===== src/rtl/aec_pkg.sv =====
// rtl/aec_pkg.sv - shared token codes, ASCII constants and FSM states for the expression transmitter
package aec_pkg;

  localparam logic [4:0] TOK_LPAREN = 5'd16;
  localparam logic [4:0] TOK_RPAREN = 5'd17;
  localparam logic [4:0] TOK_MUL    = 5'd18;
  localparam logic [4:0] TOK_ADD    = 5'd19;
  localparam logic [4:0] TOK_SUB    = 5'd20;

  localparam logic [7:0] ASC_NUL    = 8'h00;
  localparam logic [7:0] ASC_EQ     = 8'h3D;
  localparam logic [7:0] ASC_0      = 8'h30;
  localparam logic [7:0] ASC_a      = 8'h61;
  localparam logic [7:0] ASC_LPAREN = 8'h28;
  localparam logic [7:0] ASC_RPAREN = 8'h29;
  localparam logic [7:0] ASC_MUL    = 8'h2A;
  localparam logic [7:0] ASC_ADD    = 8'h2B;
  localparam logic [7:0] ASC_SUB    = 8'h2D;

  typedef enum logic [2:0] {
    IDLE,
    SEND,
    SEND_EQ,
    WAIT_RES,
    GAP
  } state_t;

endpackage


===== src/rtl/aec_expr_tx_if.sv =====
// rtl/aec_expr_tx_if.sv - host load, character stream and result signals of the expression transmitter
interface aec_expr_tx_if #(
  parameter int MAX_TOK = 15
) ();
  logic                   load_valid;
  logic                   load_ready;
  logic [4:0]             expr_len;
  logic [MAX_TOK*5-1:0]   expr_tok;
  logic [7:0]             ascii_out;
  logic                   ready;
  logic                   res_valid;
  logic [6:0]             res_in;
  logic                   done;
  logic [6:0]             result_out;
  logic                   timeout_err;
  logic                   fmt_err;
  logic                   busy;

  // master is the host/calculator side, slave is the transmitter
  modport master (
    output load_valid, expr_len, expr_tok, res_valid, res_in,
    input  load_ready, ascii_out, ready, done, result_out, timeout_err, fmt_err, busy
  );

  modport slave (
    input  load_valid, expr_len, expr_tok, res_valid, res_in,
    output load_ready, ascii_out, ready, done, result_out, timeout_err, fmt_err, busy
  );
endinterface


===== src/rtl/aec_tok2ascii.sv =====
// rtl/aec_tok2ascii.sv - maps a 5-bit expression token to its ASCII character and flags invalid codes
module aec_tok2ascii
  import aec_pkg::*;
(
  input  logic [4:0] tok,
  output logic [7:0] ascii,
  output logic       tok_valid
);

  always_comb begin
    ascii     = ASC_NUL;
    tok_valid = 1'b1;
    if (tok < 5'd10) begin
      ascii = ASC_0 + {3'b000, tok};
    end else if (tok < 5'd16) begin
      ascii = ASC_a + {3'b000, tok - 5'd10};
    end else begin
      case (tok)
        TOK_LPAREN: ascii = ASC_LPAREN;
        TOK_RPAREN: ascii = ASC_RPAREN;
        TOK_MUL:    ascii = ASC_MUL;
        TOK_ADD:    ascii = ASC_ADD;
        TOK_SUB:    ascii = ASC_SUB;
        default:    tok_valid = 1'b0;
      endcase
    end
  end

endmodule


===== src/rtl/aec_expr_tx.sv =====
// rtl/aec_expr_tx.sv - serialises a token expression as ASCII terminated by '=', then waits for the result
module aec_expr_tx
  import aec_pkg::*;
#(
  parameter int MAX_TOK = 15,
  parameter int TIMEOUT = 255,
  parameter int GAP_CYC = 2
) (
  input  logic         clk,
  input  logic         rst,
  aec_expr_tx_if.slave bus
);

  localparam int NSLOT = 16;
  localparam int CW    = $clog2(TIMEOUT + 1);
  localparam int GW    = (GAP_CYC > 1) ? $clog2(GAP_CYC) : 1;

  state_t                     state, state_d;
  logic [3:0]                 idx, idx_d, len_q;
  logic [CW-1:0]              cnt, cnt_d;
  logic [GW-1:0]              gcnt, gcnt_d;
  logic [7:0]                 ascii_q, ascii_d;
  logic                       ready_q, ready_d;
  logic                       done_q, done_d;
  logic                       tmo_q, tmo_d;
  logic                       fmt_q, fmt_d;
  logic [6:0]                 result_q, result_d;
  logic                       accept;
  logic [NSLOT-1:0][7:0]      chk_asc;
  logic [NSLOT-1:0][7:0]      chr_q;
  logic [NSLOT-1:0]           tok_ok;
  logic                       len_ok;
  logic                       load_ok;
  logic [3:0]                 idx_p1;

  // Tokens are converted once at load time; the same mapping gives the validity check and the stored characters.
  for (genvar k = 0; k < NSLOT; k++) begin : g_slot
    if (k < MAX_TOK) begin : g_tok
      logic vld;
      aec_tok2ascii u_map (
        .tok       (bus.expr_tok[5*k +: 5]),
        .ascii     (chk_asc[k]),
        .tok_valid (vld)
      );
      assign tok_ok[k] = vld || (5'(k) >= bus.expr_len);
    end else begin : g_pad
      assign chk_asc[k] = ASC_NUL;
      assign tok_ok[k]  = 1'b1;
    end
  end

  assign len_ok  = (bus.expr_len != 5'd0) && (bus.expr_len <= 5'(MAX_TOK));
  assign load_ok = len_ok && (&tok_ok);
  assign idx_p1  = idx + 4'd1;

  always_comb begin
    state_d  = state;
    idx_d    = idx;
    cnt_d    = cnt;
    gcnt_d   = gcnt;
    ascii_d  = ASC_NUL;
    ready_d  = 1'b0;
    done_d   = 1'b0;
    tmo_d    = 1'b0;
    fmt_d    = 1'b0;
    result_d = result_q;
    accept   = 1'b0;
    unique case (state)
      IDLE: begin
        if (bus.load_valid) begin
          if (load_ok) begin
            accept  = 1'b1;
            idx_d   = 4'd0;
            ascii_d = chk_asc[0];
            ready_d = 1'b1;
            state_d = SEND;
          end else begin
            fmt_d = 1'b1;
          end
        end
      end
      SEND: begin
        ready_d = 1'b1;
        if (idx == len_q - 4'd1) begin
          ascii_d = ASC_EQ;
          state_d = SEND_EQ;
        end else begin
          idx_d   = idx_p1;
          ascii_d = chr_q[idx_p1];
        end
      end
      SEND_EQ: begin
        cnt_d   = '0;
        state_d = WAIT_RES;
      end
      WAIT_RES: begin
        cnt_d = cnt + CW'(1);
        // A result on the final counted cycle still beats the timeout.
        if (bus.res_valid) begin
          result_d = bus.res_in;
          done_d   = 1'b1;
          gcnt_d   = '0;
          state_d  = GAP;
        end else if (cnt_d == CW'(TIMEOUT - 1)) begin
          tmo_d   = 1'b1;
          gcnt_d  = '0;
          state_d = GAP;
        end
      end
      GAP: begin
        if (gcnt == GW'(GAP_CYC - 1)) begin
          state_d = IDLE;
        end else begin
          gcnt_d = gcnt + GW'(1);
        end
      end
      default: state_d = IDLE;
    endcase
  end

  always_ff @(posedge clk or posedge rst) begin
    if (rst) begin
      state    <= IDLE;
      idx      <= '0;
      cnt      <= '0;
      gcnt     <= '0;
      ascii_q  <= ASC_NUL;
      ready_q  <= 1'b0;
      done_q   <= 1'b0;
      tmo_q    <= 1'b0;
      fmt_q    <= 1'b0;
      result_q <= '0;
    end else begin
      state    <= state_d;
      idx      <= idx_d;
      cnt      <= cnt_d;
      gcnt     <= gcnt_d;
      ascii_q  <= ascii_d;
      ready_q  <= ready_d;
      done_q   <= done_d;
      tmo_q    <= tmo_d;
      fmt_q    <= fmt_d;
      result_q <= result_d;
    end
  end

  always_ff @(posedge clk or posedge rst) begin
    if (rst) begin
      chr_q <= '0;
      len_q <= '0;
    end else if (accept) begin
      chr_q <= chk_asc;
      len_q <= bus.expr_len[3:0];
    end
  end

  assign bus.ascii_out   = ascii_q;
  assign bus.ready       = ready_q;
  assign bus.done        = done_q;
  assign bus.timeout_err = tmo_q;
  assign bus.fmt_err     = fmt_q;
  assign bus.result_out  = result_q;
  assign bus.load_ready  = (state == IDLE);
  assign bus.busy        = (state != IDLE);

endmodule


===== src/flat_wrapper.sv =====
// flat-port wrapper written by rule: the top's interface ports become plain ports
module aec_expr_tx_flat import aec_pkg::*;
#(
  parameter int MAX_TOK = 15,
  parameter int TIMEOUT = 255,
  parameter int GAP_CYC = 2
)
  (clk, rst, bus_load_valid, bus_expr_len, bus_expr_tok, bus_res_valid, bus_res_in, bus_load_ready, bus_ascii_out, bus_ready, bus_done, bus_result_out, bus_timeout_err, bus_fmt_err, bus_busy);
  aec_expr_tx_if #(.MAX_TOK(MAX_TOK)) bus_i ();
  input  logic clk;
  input  logic rst;
  input wire logic [$bits(bus_i.load_valid)-1:0] bus_load_valid;
  input wire logic [$bits(bus_i.expr_len)-1:0] bus_expr_len;
  input wire logic [$bits(bus_i.expr_tok)-1:0] bus_expr_tok;
  input wire logic [$bits(bus_i.res_valid)-1:0] bus_res_valid;
  input wire logic [$bits(bus_i.res_in)-1:0] bus_res_in;
  output wire logic [$bits(bus_i.load_ready)-1:0] bus_load_ready;
  output wire logic [$bits(bus_i.ascii_out)-1:0] bus_ascii_out;
  output wire logic [$bits(bus_i.ready)-1:0] bus_ready;
  output wire logic [$bits(bus_i.done)-1:0] bus_done;
  output wire logic [$bits(bus_i.result_out)-1:0] bus_result_out;
  output wire logic [$bits(bus_i.timeout_err)-1:0] bus_timeout_err;
  output wire logic [$bits(bus_i.fmt_err)-1:0] bus_fmt_err;
  output wire logic [$bits(bus_i.busy)-1:0] bus_busy;
  assign bus_i.load_valid = bus_load_valid;
  assign bus_i.expr_len = bus_expr_len;
  assign bus_i.expr_tok = bus_expr_tok;
  assign bus_i.res_valid = bus_res_valid;
  assign bus_i.res_in = bus_res_in;
  assign bus_load_ready = bus_i.load_ready;
  assign bus_ascii_out = bus_i.ascii_out;
  assign bus_ready = bus_i.ready;
  assign bus_done = bus_i.done;
  assign bus_result_out = bus_i.result_out;
  assign bus_timeout_err = bus_i.timeout_err;
  assign bus_fmt_err = bus_i.fmt_err;
  assign bus_busy = bus_i.busy;
  aec_expr_tx #(.MAX_TOK(MAX_TOK), .TIMEOUT(TIMEOUT), .GAP_CYC(GAP_CYC)) u_core (.clk(clk), .rst(rst), .bus(bus_i));
endmodule

===== config.mk =====
export PLATFORM = sky130hd
export DESIGN_NAME = aec_expr_tx_flat
export DESIGN_NICKNAME = d
export VERILOG_FILES = /design/src/rtl/aec_pkg.sv /design/src/rtl/aec_expr_tx_if.sv /design/src/rtl/aec_tok2ascii.sv /design/src/rtl/aec_expr_tx.sv /design/src/flat_wrapper.sv
export SDC_FILE = /design/constraint.sdc
export NUM_CORES = 1
export LEC_CHECK = 0
export ABC_CLOCK_PERIOD_IN_PS = 16000
export BUFFER_PORTS_ARGS = -buffer_cell sky130_fd_sc_hd__buf_2
export CAP_MARGIN = 20
export CORE_MARGIN = 10
export CORE_UTILIZATION = 65
export CTS_CLUSTER_DIAMETER = 100
export DETAILED_ROUTE_END_ITERATION = 16
export PLACE_DENSITY_LB_ADDON = 0.15
export SYNTH_ARGS = -nofsm -noshare
export SYNTH_HDL_FRONTEND = slang
export SYNTH_SLANG_ARGS = --single-unit

===== constraint.sdc =====
create_clock -name clk -period 16 [get_ports clk]
set_clock_uncertainty 0.1 [all_clocks]
set_input_delay 4 -clock clk [delete_from_list [all_inputs] [get_ports clk]]
set_output_delay 4 -clock clk [all_outputs]
set_load 0.02 [all_outputs]

# Word-level counts from Yosys, hierarchy flattened

Cells that the tools add are included.

Bits in registers: 159
Output and inout bits: 21
Logic and storage cells: 376

$add $sub $neg: 49
$lt $le $gt $ge: 47
Eq/ne operators: 87
Multiplexer cells: 124
Reduce and logical (&&, ||, !) cells: 43

Operators by type and width:

| operator            | number |
|---|---|
| $pmux 6 s5          | 15 |
| $eq 5x5->1 const B  | 75 |
| $mux 8              | 34 |
| $add 7x5->8 const A | 15 |
| $add 6x5->7 const A | 15 |
| $lt 5x4->1 const B  | 15 |
| $lt 5x5->1 const B  | 15 |
| $reduce_or 5->1     | 15 |
| $sub 5x4->5 const B | 15 |
| $mux 1              | 59 |
| $ge 4x5->1 const A  | 7 |
| $bmux 8 s4          | 1 |
| $pmux 8 s2          | 2 |
| $ge 3x5->1 const A  | 4 |
| $mux 3              | 6 |
| $logic_or 1x1->1    | 15 |
| $pmux 3 s5          | 1 |
| $reduce_and 15->1   | 1 |
| $mux 4              | 3 |
| $ge 1x5->1 const A  | 2 |
| $ge 2x5->1 const A  | 2 |
| $add 8x1->8 const B | 1 |
| $eq 8x8->1 const B  | 1 |
| $pmux 4 s2          | 1 |
| other kinds (21)    | 30 |

# Depth between registers and ports, before layout

Gate-level depths: netlist of run 1.

Depth after elaboration: 11
Mapped depth: 12
Depth with buffers taken out: 9

# Hierarchy

A second synthesis of run 1 with hierarchy kept.

Cell total of the unflattened synthesis: 1,098
Area total of the unflattened synthesis: 11,643.7 um^2

Modules (own cells, without submodules):

| module        | times used | cells an instance | area an instance (um^2) | seq. area each (um^2) |
|---|---|---|---|---|
| aec_expr_tx   | 1          | 558               | 7,495.9                 | 3,978.8 |
| aec_tok2ascii | 15         | 36                | 276.5                   | 0.0 |

# Worst setup path before layout of run 1

OpenSTA, ideal clock, no wires.

Path type: input -> register
Start: in bus_expr_tok[16]
End: reg u_core.len_q[3]
Library setup time: 128 ps
Arrival: 6,246 ps
Data required time: 15,772 ps
Setup slack: 9,527 ps
Stages: 12
Path through: inv_1 > ha_1 > nor4_1 > or3_1 > o311ai_1 > o2111ai_1 > or3_1 > nor3_1 > buf_4 > buf_8 > buf_8 > mux2_1

Longest elaborated chain between the ends: 11
Elaborated cells between the ends (all ways): 17
Those cells by class: order compare: 2; eq/ne: 5; mux: 6; reduce/logical: 4

Ends and longest elaborated chain:

| element                          | line                | RTL |
|---|---|---|
| start, declared                  | flat_wrapper.sv:14  | `input wire logic [$bits(bus_i.expr_tok)-1:0] bus_expr_tok;` |
| $eq 5x5->1                       | aec_tok2ascii.sv:18 | `case (tok)` |
| $reduce_or 5->1 (no source line) | -                   |  |
| $mux 1                           | aec_tok2ascii.sv:18 |  |
| $mux 1                           | aec_tok2ascii.sv:15 | `end else if (tok < 5'd16) begin` |
| $mux 1 *                         | aec_tok2ascii.sv:13 | `if (tok < 5'd10) begin` |
| $logic_or 1x1->1 *               | aec_expr_tx.sv:45   | `assign tok_ok[k] = vld \|\| (5'(k) >= bus.expr_len);` |
| $reduce_and 15->1 *              | aec_expr_tx.sv:53   | `assign load_ok = len_ok && (&tok_ok);` |
| $logic_and 1x1->1 *              | aec_expr_tx.sv:53   |  |
| $mux 1 *                         | aec_expr_tx.sv:71   | `if (load_ok) begin` |
| $mux 1 *                         | aec_expr_tx.sv:70   | `if (bus.load_valid) begin` |
| $mux 1 *                         | aec_expr_tx.sv:68   | `unique case (state)` |
| end signal, assigned             | aec_expr_tx.sv:153  | `len_q <= bus.expr_len[3:0];` |
| end, declared                    | aec_expr_tx.sv:19   | `logic [3:0] idx, idx_d, len_q;` |

Every way passes the cells marked *; elsewhere a longest branch is shown, timed or not.
A chain may end at the register's enable or synchronous reset.

# Worst setup path after layout of run 1

Start: in bus_expr_tok[26]
End: reg u_core.chr_q[100] (netlist name)

Longest elaborated chain between the ends: 11
Elaborated cells between the ends (all ways): 17
Those cells by class: order compare: 2; eq/ne: 5; mux: 6; reduce/logical: 4

Ends and longest elaborated chain:

| element                          | line                | RTL |
|---|---|---|
| $eq 5x5->1                       | aec_tok2ascii.sv:18 |  |
| $reduce_or 5->1 (no source line) | -                   |  |
| $mux 1                           | aec_tok2ascii.sv:18 |  |
| $mux 1                           | aec_tok2ascii.sv:15 |  |
| $mux 1 *                         | aec_tok2ascii.sv:13 |  |
| $logic_or 1x1->1 *               | aec_expr_tx.sv:45   |  |
| $reduce_and 15->1 *              | aec_expr_tx.sv:53   |  |
| $logic_and 1x1->1 *              | aec_expr_tx.sv:53   |  |
| $mux 1 *                         | aec_expr_tx.sv:71   |  |
| $mux 1 *                         | aec_expr_tx.sv:70   |  |
| $mux 1 *                         | aec_expr_tx.sv:68   |  |
| end signal, assigned             | aec_expr_tx.sv:152  | `chr_q <= chk_asc;` |
| end, declared                    | aec_expr_tx.sv:30   | `logic [NSLOT-1:0][7:0] chr_q;` |

Marked as above.

==> results.toml, run 1 <==
[run_status]
status = "finished, final reports clean"

[timing]
worst_pin_slew_ns = 0.940
layout_min_cycle_time_ns = 6.90
whs_ns = 0.383
fmax_ghz = 0.145
finalMaxSlewViolations = 0
setup_viol = 0
post-route-period-util = 0.431
fin_ws_ns = 9.10
rsz0062_at_grt = "no"
hold_viol_final = 0
slew_headroom = 0.370
tns_ns = 0

[hold_path]
min_from = "u_core.chr_q[85]"
min_to = "u_core.chr_q[85]"
hp-class = "flip-flop to flip-flop"
hold_depth = 1

[pwr]
p_sw_frac = 0.342
pwr_density_cell_nw_per_um2 = 110
combPwrFrac = 0.338
power_switching_uw = 453
ir_worst_vdd_v = 0.000129
seq_power_share = 0.366
clkPwrFrac = 0.296
p_int_uw = 871
leakage_nw = 5.95
power_mw = 1.32

[setup_path]
arrival_ns = 7.11
cp-start-kind = "input port"
r2r_setup_slack_ns = 12.59
path_class = "input port to flip-flop"
required_ns = 16.21
cp-end-kind = "flip-flop"
timing.rr.start = "u_core.idx[0]"
path_max_fanout = 58
r2r_cells = 6
regToRegEndpoint = "u_core.bus.ascii_out[6]"

[routing]
wirelength_um = 24400
routed-via-count = 8306
drc = 0
drt_first_pass_iters = 6
avgRoutedWirePerCell_um = 17.8
drt_first_iter_violations = 551
antenna_left = 0
vias_per_cell = 6.05

[cells_and_area]
fin_cells = 1374
diodes = 0
finish.utilization = 0.731
drive_gt1_frac = 0.260
fin_nets = 1322
n_fill_cell = 1201
area_growth_pct = 11.1
finalInstanceArea_um2 = 12000

[synth]
netlist.area_leader.share = 0.367
yosys_most_used_dff = "dfrtp_1"
synth.cell_area_um2 = 10800
synth.most_common_cell = "dfrtp_1"
yosys-top-cells-count = "159 x dfrtp_1, 116 x mux2_2, 88 x ha_1, 84 x nor2_1, 82 x inv_1"
synth_area_leaders = "dfrtp_1 37%, mux2_2 12%, ha_1 10%, mux4_2 5.6%, nor2_1 2.9%"
synth_top_area_cell = "dfrtp_1"
synthArstFlopShare = 1.00
synth_cells = 1057
ys.warnings.count = 0
ys_seq_elements = 159
postSynthAreaPerCell_um2 = 10.3
seq_area_frac_synth = 0.367
synth_nets = 1236
synth.distinct_cells = 59
synth_edf_count = 0

[placement]
globalplace.congestion = 0.881
placedCellCount = 1343
dp_hpwl_um = 18200
post_dp_cell_area_um2 = 11500
portBuffers = 111
place_ws_ns = 8.65

[clock_tree]
cts_sinks = 159
clkLatencyLatePin_ns = 0.43
cts.path.max_buffers = 2
ctsResizeCount = 0
cts_made_buffers = 17
cts_tree = "built"
htreeDepth = 4
path_clk_slew_ns = 0.06
postCtsSetupBuffers = 0
ctsRootBufferMaster = "clkbuf_16"
ctsHoldBuffers = 0

[grt]
grt_pass1_vias = 8112
grt-ovfl-total = 0
grt_pass1_wl_um = 39900
antenna_found_initial = 1
grt_start_max_net_pins = 84
grt_usage = 0.221

[floorplan]
core_area_um2 = 16500
die_y_um = 149
dieArea_um2 = 22200
start_util = 0.658
io_pins = 112
std_cell_rows = 47
chipWidth_um = 149

[job]
cap_violations = 0
## per-layer routing
metal  track usage  vias to the layer above  routed length (um)
li1              -                     3979                   -
met1         0.286                     4049               10500
met2         0.355                      244               11900
met3        0.0558                       34                1540
met4        0.0707                        0                 521
met5             0                        -                   0
## flip-flops by register name, summed over array words and instances, names as in the netlist
register,flops
u_core.state,3
u_core.bus.result_out,7
u_core.len_q,4
u_core.bus.ready,1
u_core.idx,4
u_core.bus.ascii_out,8
u_core.bus.done,1
u_core.bus.timeout_err,1
u_core.gcnt,1
u_core.chr_q,120
u_core.cnt,8
u_core.bus.fmt_err,1
## placed cells by master (no fill, tap or decap), types with 8 or more instances in the layout
cell type / instances
or3_1: 8
nor4_1: 11
ha_1: 88
clkbuf_16: 17
a21oi_1: 57
mux2_2: 116
nand2_1: 37
nor2_1: 84
nand3b_1: 12
a22o_1: 22
o21ai_0: 35
dfrtp_1: 158
buf_2: 111
xnor2_1: 31
o31ai_1: 8
nor2b_1: 32
mux4_2: 27
nor3_1: 24
a21o_1: 10
o22ai_1: 31
mux2i_1: 12
nand3_1: 10
a211oi_1: 10
inv_1: 81
nand2b_1: 19
o311ai_0: 8
buf_4: 8
o211ai_1: 8
## critical path, cell delays in order
cell and delay (ns):
buf_2 0.12, inv_1 0.13, ha_1 0.22, nor4_1 0.08, o31ai_1 0.55, a31o_1 0.24
o2111ai_1 0.09, or3_1 0.39, nor3_2 0.24, buf_4 0.58, mux2_2 0.41
## worst max path at each step
stage / cells after the start / endpoint / slack (ns) / from
after floorplan: 1 / u_core.bus.ascii_out[0] / 7.61 / rst
after global placement: 11 / u_core.chr_q[96] / 8.75 / bus_expr_tok[26]
after detailed placement: 11 / u_core.chr_q[44] / 8.65 / bus_expr_tok[26]
after CTS: 11 / u_core.chr_q[44] / 9.08 / bus_expr_tok[26]
after global routing: 11 / u_core.chr_q[44] / 8.91 / bus_expr_tok[26]
final: 11 / u_core.chr_q[100] / 9.10 / bus_expr_tok[26]
## power by group through the flow
stage | Combinational [mW] | Sequential [mW] | Clock (mW)
final | 0.448 | 0.485 | 0.392
after global routing | 0.488 | 0.490 | 0.412
after CTS | 0.446 | 0.484 | 0.394
after detailed placement | 0.441 | 0.491 | 0
after global placement | 0.431 | 0.489 | 0
after floorplan | 0.323 | 0.491 | 0
## final cells by class
cell class              count  area [um2]  area share
clock buffers              19         443      0.0368
repair buffers            119         616      0.0511
well taps                 220         275      0.0229
inverters                  82         313      0.0260
clock inverters            11         118     0.00977
multi-input cells         764        6300       0.523
flip-flops and latches    159        3980       0.331
## cell families after synthesis
| kind of cell | share of synthesized area |
|---|---|
| multiplexers | 0.195 |
| XOR/XNOR | 0.0298 |
| AND/OR/NAND/NOR | 0.118 |
| AO/OA/AOI/OAI | 0.135 |
| adder cells (fa/ha/maj) | 0.102 |
| flip-flops | 0.367 |
| buffers and inverters | 0.0532 |
No activity file was read; power rests on OpenSTA's default activity.
==> run 2, diff against run 1 <==
- ABC_CLOCK_PERIOD_IN_PS: 16000 -> 6500
- CORE_UTILIZATION: 65 -> 60
- clock period: 16 -> 6.5 ns (I/O delays scaled with it)
==> results.toml, run 2 (same netlist as run 1, synthesis figures left out) <==
[pwr]
p_sw_frac = 0.343
power_switching_mw = 1.10
pwr_density_cell_nw_per_um2 = 266
p_int_mw = 2.10
combPwrFrac = 0.338
leakage_nw = 5.93
seq_power_share = 0.374
clkPwrFrac = 0.288
power_mw = 3.20
ir_worst_vdd_v = 0.000207

[routing]
drt_first_pass_iters = 5
antenna_left = 0
wirelength_um = 24500
avgRoutedWirePerCell_um = 17.7
vias_per_cell = 5.95
drc = 0
routed-via-count = 8219
drt_first_iter_violations = 423

[clock_tree]
ctsHoldBuffers = 0
path_clk_slew_ns = 0.06
postCtsSetupBuffers = 0
cts_made_buffers = 17
ctsRootBufferMaster = "clkbuf_16"
cts.path.max_buffers = 2
clkLatencyLatePin_ns = 0.42
ctsResizeCount = 0
cts_tree = "built"
cts_sinks = 159
htreeDepth = 4

[placement]
dp_hpwl_um = 18100
place_ws_ns = 1.46
placedCellCount = 1352
portBuffers = 111
globalplace.congestion = 0.893

[floorplan]
std_cell_rows = 49
io_pins = 112
start_util = 0.608
core_area_um2 = 17800
chipWidth_um = 154
die_y_um = 154
dieArea_um2 = 23800

[cells_and_area]
final_cell_mix = "158 x dfrtp_1, 116 x mux2_2, 111 x buf_2"
n_fill_cell = 1416
finish.utilization = 0.674
seqCellArea_um2 = 3980
area_growth_pct = 11.0
multi_input_area_um2 = 6300
top_register = "u_core.chr_q"
fin_nets = 1321
fin_cells = 1382
drive_gt1_frac = 0.257
final_common_cell = "dfrtp_1"
largest_reg_flops = 120

[setup_path]
cpPeakStageDelay_ns = 0.59
cp-start-kind = "input port"
cp-end-kind = "flip-flop"
slowest_stage = "buf_4"
path_class = "input port to flip-flop"
arrival_ns = 4.80
crit_chain = "buf_2 > inv_1 > ha_1 > nor4_1 > o31ai_1 > a31o_1 > o2111ai_1 > or3_1 > nor3_2 > buf_4 > mux2_2"
worst-path-buf-inv = 3
required_ns = 6.70
crit_family = "compound AO/OA/AOI/OAI gates"
path_max_fanout = 53

[timing]
post-route-period-util = 0.707
fmax_ghz = 0.218
finalMaxSlewViolations = 0
hold_viol_final = 0
worst_pin_slew_ns = 1.07
setup_viol = 0
fin_ws_ns = 1.90
tns_ns = 0
rsz0062_at_grt = "no"
layout_min_cycle_time_ns = 4.60
slew_headroom = 0.282

[grt]
grt_usage = 0.205
grt_pass1_wl_um = 40700
grt_start_max_net_pins = 84
antenna_found_initial = 5
grt-ovfl-total = 0
grt_pass1_vias = 8084

[hold_path]
hp-class = "flip-flop to flip-flop"

[job]
cap_violations = 0

[run_status]
status = "finished, final reports clean"
==> run 2: changes by cell type in the layout (fill, tap and decap cells not counted), sizes merged <==
cell and change:
clkinv -2, clkbuf +3, inv -1, bufinv -1
diode +1, buf -1
==> run 2: per-layer routing <==
| metal | global-route usage | share of wire |
|---|---|---|
| met1 | 0.275 | 0.45 |
| met2 | 0.328 | 0.48 |
| met3 | 0.0458 | 0.053 |
| met4 | 0.0517 | 0.014 |
| met5 | 0 | 0.00053 |
==> run 2: final cells by class <==
cell class | instances | share of cell area
clock inverters | 7 | 0.00541
inverters | 82 | 0.0260
diodes | 1 | 0.000208
flip-flops and latches | 159 | 0.331
well taps | 229 | 0.0238
repair buffers | 118 | 0.0516
clock buffers | 22 | 0.0386
multi-input cells | 764 | 0.524
==> run 2: power by group through the flow <==
stage / Combinational (mW) / Sequential, mW / Clock (mW)
floorplan: 0.795 / 1.21 / 0
detailed placement: 1.08 / 1.22 / 0
finish: 1.08 / 1.20 / 0.921
global route: 1.19 / 1.22 / 0.976
CTS: 1.09 / 1.20 / 0.930
global placement: 1.06 / 1.21 / 0
==> run 2: worst register-to-register path, stage by stage (launching register included) <==
cell	delay, ns
dfrtp_2	0.47
buf_4	0.50
ha_1	0.34
buf_4	0.30
nor2_1	0.52
a22oi_1	0.21
a211oi_1	0.27
a211oi_1	0.09
o2bb2ai_1	0.33
==> run 2: path summary, 6_finish.rpt <==
check                                 startpoint                      end  slack, ns  cells after the start
worst max-delay path            bus_expr_tok[26]         u_core.chr_q[46]       1.90                     11
worst min-delay path             u_core.chr_q[5]          u_core.chr_q[5]       0.39                      1
worst max register to register     u_core.idx[0]  u_core.bus.ascii_out[3]       3.25                      8
worst min register to register   u_core.chr_q[5]          u_core.chr_q[5]       0.39                      1
max in group asynchronous                    rst            u_core.idx[0]       4.09                      3
min in group asynchronous                    rst         u_core.chr_q[46]       1.11                      2
==> run 2: through the flow <==
stage	area, um2	hold WS (ns)
2_1_floorplan	10800	0.334
3_3_place_gp	11500	0.350
3_5_place_dp	11500	0.356
4_1_cts	12000	0.379
5_1_grt	12000	0.391
6_report	12000	0.386
==> run 3, diff against run 2 <==
- ABC_CLOCK_PERIOD_IN_PS: 6500 -> 4100
- CORE_UTILIZATION: 60 -> 55
- clock period: 6.5 -> 4.1 ns (I/O delays scaled with it)
==> results.toml, run 3 (same netlist as run 1, synthesis figures left out) <==
[hold_path]
hp-class = "flip-flop to flip-flop"
min_from = "u_core.chr_q[5]"

[grt]
grt_start_max_net_pins = 59
grt-ovfl-total = 0
grt_pass1_vias = 8063
grt_pass1_wl_um = 40900
grt_usage = 0.191
antenna_found_initial = 6

[floorplan]
die_y_um = 160
chipWidth_um = 160
std_cell_rows = 51
core_area_um2 = 19400
start_util = 0.559
io_pins = 112
dieArea_um2 = 25700

[routing]
vias_per_cell = 5.76
wl_met1_um = 11500
drc = 0
routed-via-count = 8267
wl_met2_um = 11800
drt_first_iter_violations = 466
wl_met3_um = 1310
wirelength_um = 25000
drt_first_pass_iters = 5
top_layer = "met5"
antenna_left = 0
avgRoutedWirePerCell_um = 17.4

[placement]
placedCellCount = 1399
globalplace.congestion = 0.869
portBuffers = 111
dp_hpwl_um = 18900

[setup_path]
path_max_fanout = 36
cp-end-kind = "flip-flop"
crit_family = "compound AO/OA/AOI/OAI gates"
slowest_stage = "o31ai_1"
required_ns = 4.31
cp-start-kind = "input port"
arrival_ns = 3.78
cp-startpoint = "bus_expr_tok[31]"
crit_chain = "buf_2 > inv_1 > ha_1 > nor4_1 > o31ai_1 > a31o_1 > o2111ai_1 > or3_1 > nor3_2 > buf_4 > buf_12 > mux2_2"
path_class = "input port to flip-flop"
worst-path-buf-inv = 4
timing.rr.start = "u_core.idx[1]"
cpPeakStageDelay_ns = 0.49

[clock_tree]
cts_sinks = 159
cts_tree = "built"
ctsRootBufferMaster = "clkbuf_16"
ctsResizeCount = 0
htreeDepth = 4
cts.path.max_buffers = 2
path_clk_slew_ns = 0.06
postCtsSetupBuffers = 0
cts_made_buffers = 17
clkLatencyLatePin_ns = 0.43
ctsHoldBuffers = 0

[timing]
slew_headroom = 0.379
layout_min_cycle_time_ns = 3.57
finalMaxSlewViolations = 0
hold_viol_final = 0
setup_viol = 0
rsz0062_at_grt = "no"
worst_pin_slew_ns = 0.927
tns_ns = 0
fmax_ghz = 0.280
whs_ns = 0.387
post-route-period-util = 0.871

[run_status]
status = "finished, final reports clean"

[cells_and_area]
fin_nets = 1332
top_register = "u_core.chr_q"
drive_gt1_frac = 0.267
area_growth_pct = 13.5
final_common_cell = "dfrtp_1"
n_fill_cell = 1614
largest_reg_flops = 120
final_cell_mix = "158 x dfrtp_1, 116 x mux2_2, 111 x buf_2"
fin_cells = 1435

[pwr]
leakage_nw = 6.04
pwr_density_cell_nw_per_um2 = 431
ir_worst_vdd_v = 0.000265

[job]
cap_violations = 0
run 3: metal layers:
| layer | global-route usage | vias up |
|---|---|---|
| li1 | - | 4008 |
| met1 | 0.254 | 4039 |
| met2 | 0.304 | 189 |
| met3 | 0.0452 | 29 |
| met4 | 0.0601 | 2 |
| met5 | 0 | - |
run 3: final cells by class:
| class | instances | area [um2] | share of cell area |
|---|---|---|---|
| clock buffer | 21 | 460 | 0.0374 |
| clock inverter | 11 | 139 | 0.0113 |
| inverter | 82 | 312 | 0.0253 |
| timing repair buffer | 129 | 778 | 0.0632 |
| antenna | 4 | 10.0 | 0.000813 |
| tap | 265 | 332 | 0.0269 |
| multi-input combinational | 764 | 6300 | 0.512 |
| sequential | 159 | 3980 | 0.323 |
run 3: report_power, final:
group / leakage (nW) / total, mW / switching [mW] / internal, mW
logic: 3.58 / 1.79 / 0.993 / 0.795
registers: 2.16 / 1.89 / 0.149 / 1.74
clock network: 0.293 / 1.63 / 0.641 / 0.986
total: 6.04 / 5.31 / 1.78 / 3.52
run 3: final timing paths:
| path | endpoint | slack, ns | depth (start not counted) |
|---|---|---|---|
| max | u_core.chr_q[17] | 0.53 | 12 |
| min | u_core.chr_q[5] | 0.39 | 1 |
| max reg2reg | u_core.bus.ascii_out[1] | 1.19 | 5 |
| max in group asynchronous | u_core.chr_q[38] | 2.43 | 3 |
| min in group asynchronous | u_core.state[0] | 0.63 | 2 |
| min reg2reg | u_core.chr_q[5] | 0.39 | 1 |
run 3: per-stage QoR:
| step | utilization | power (mW) | instance area, um2 | setup WS, ns |
|---|---|---|---|---|
| after detailed placement | 0.603 | 3.71 | 11700 | 0.0548 |
| after global placement | 0.603 | 3.67 | 11700 | 0.0955 |
| after global routing | 0.634 | 5.60 | 12300 | 0.330 |
| after floorplan | - | 3.18 | 10800 | 0.602 |
| after CTS | 0.634 | 5.34 | 12300 | 0.502 |
| final | 0.634 | 5.31 | 12300 | 0.528 |
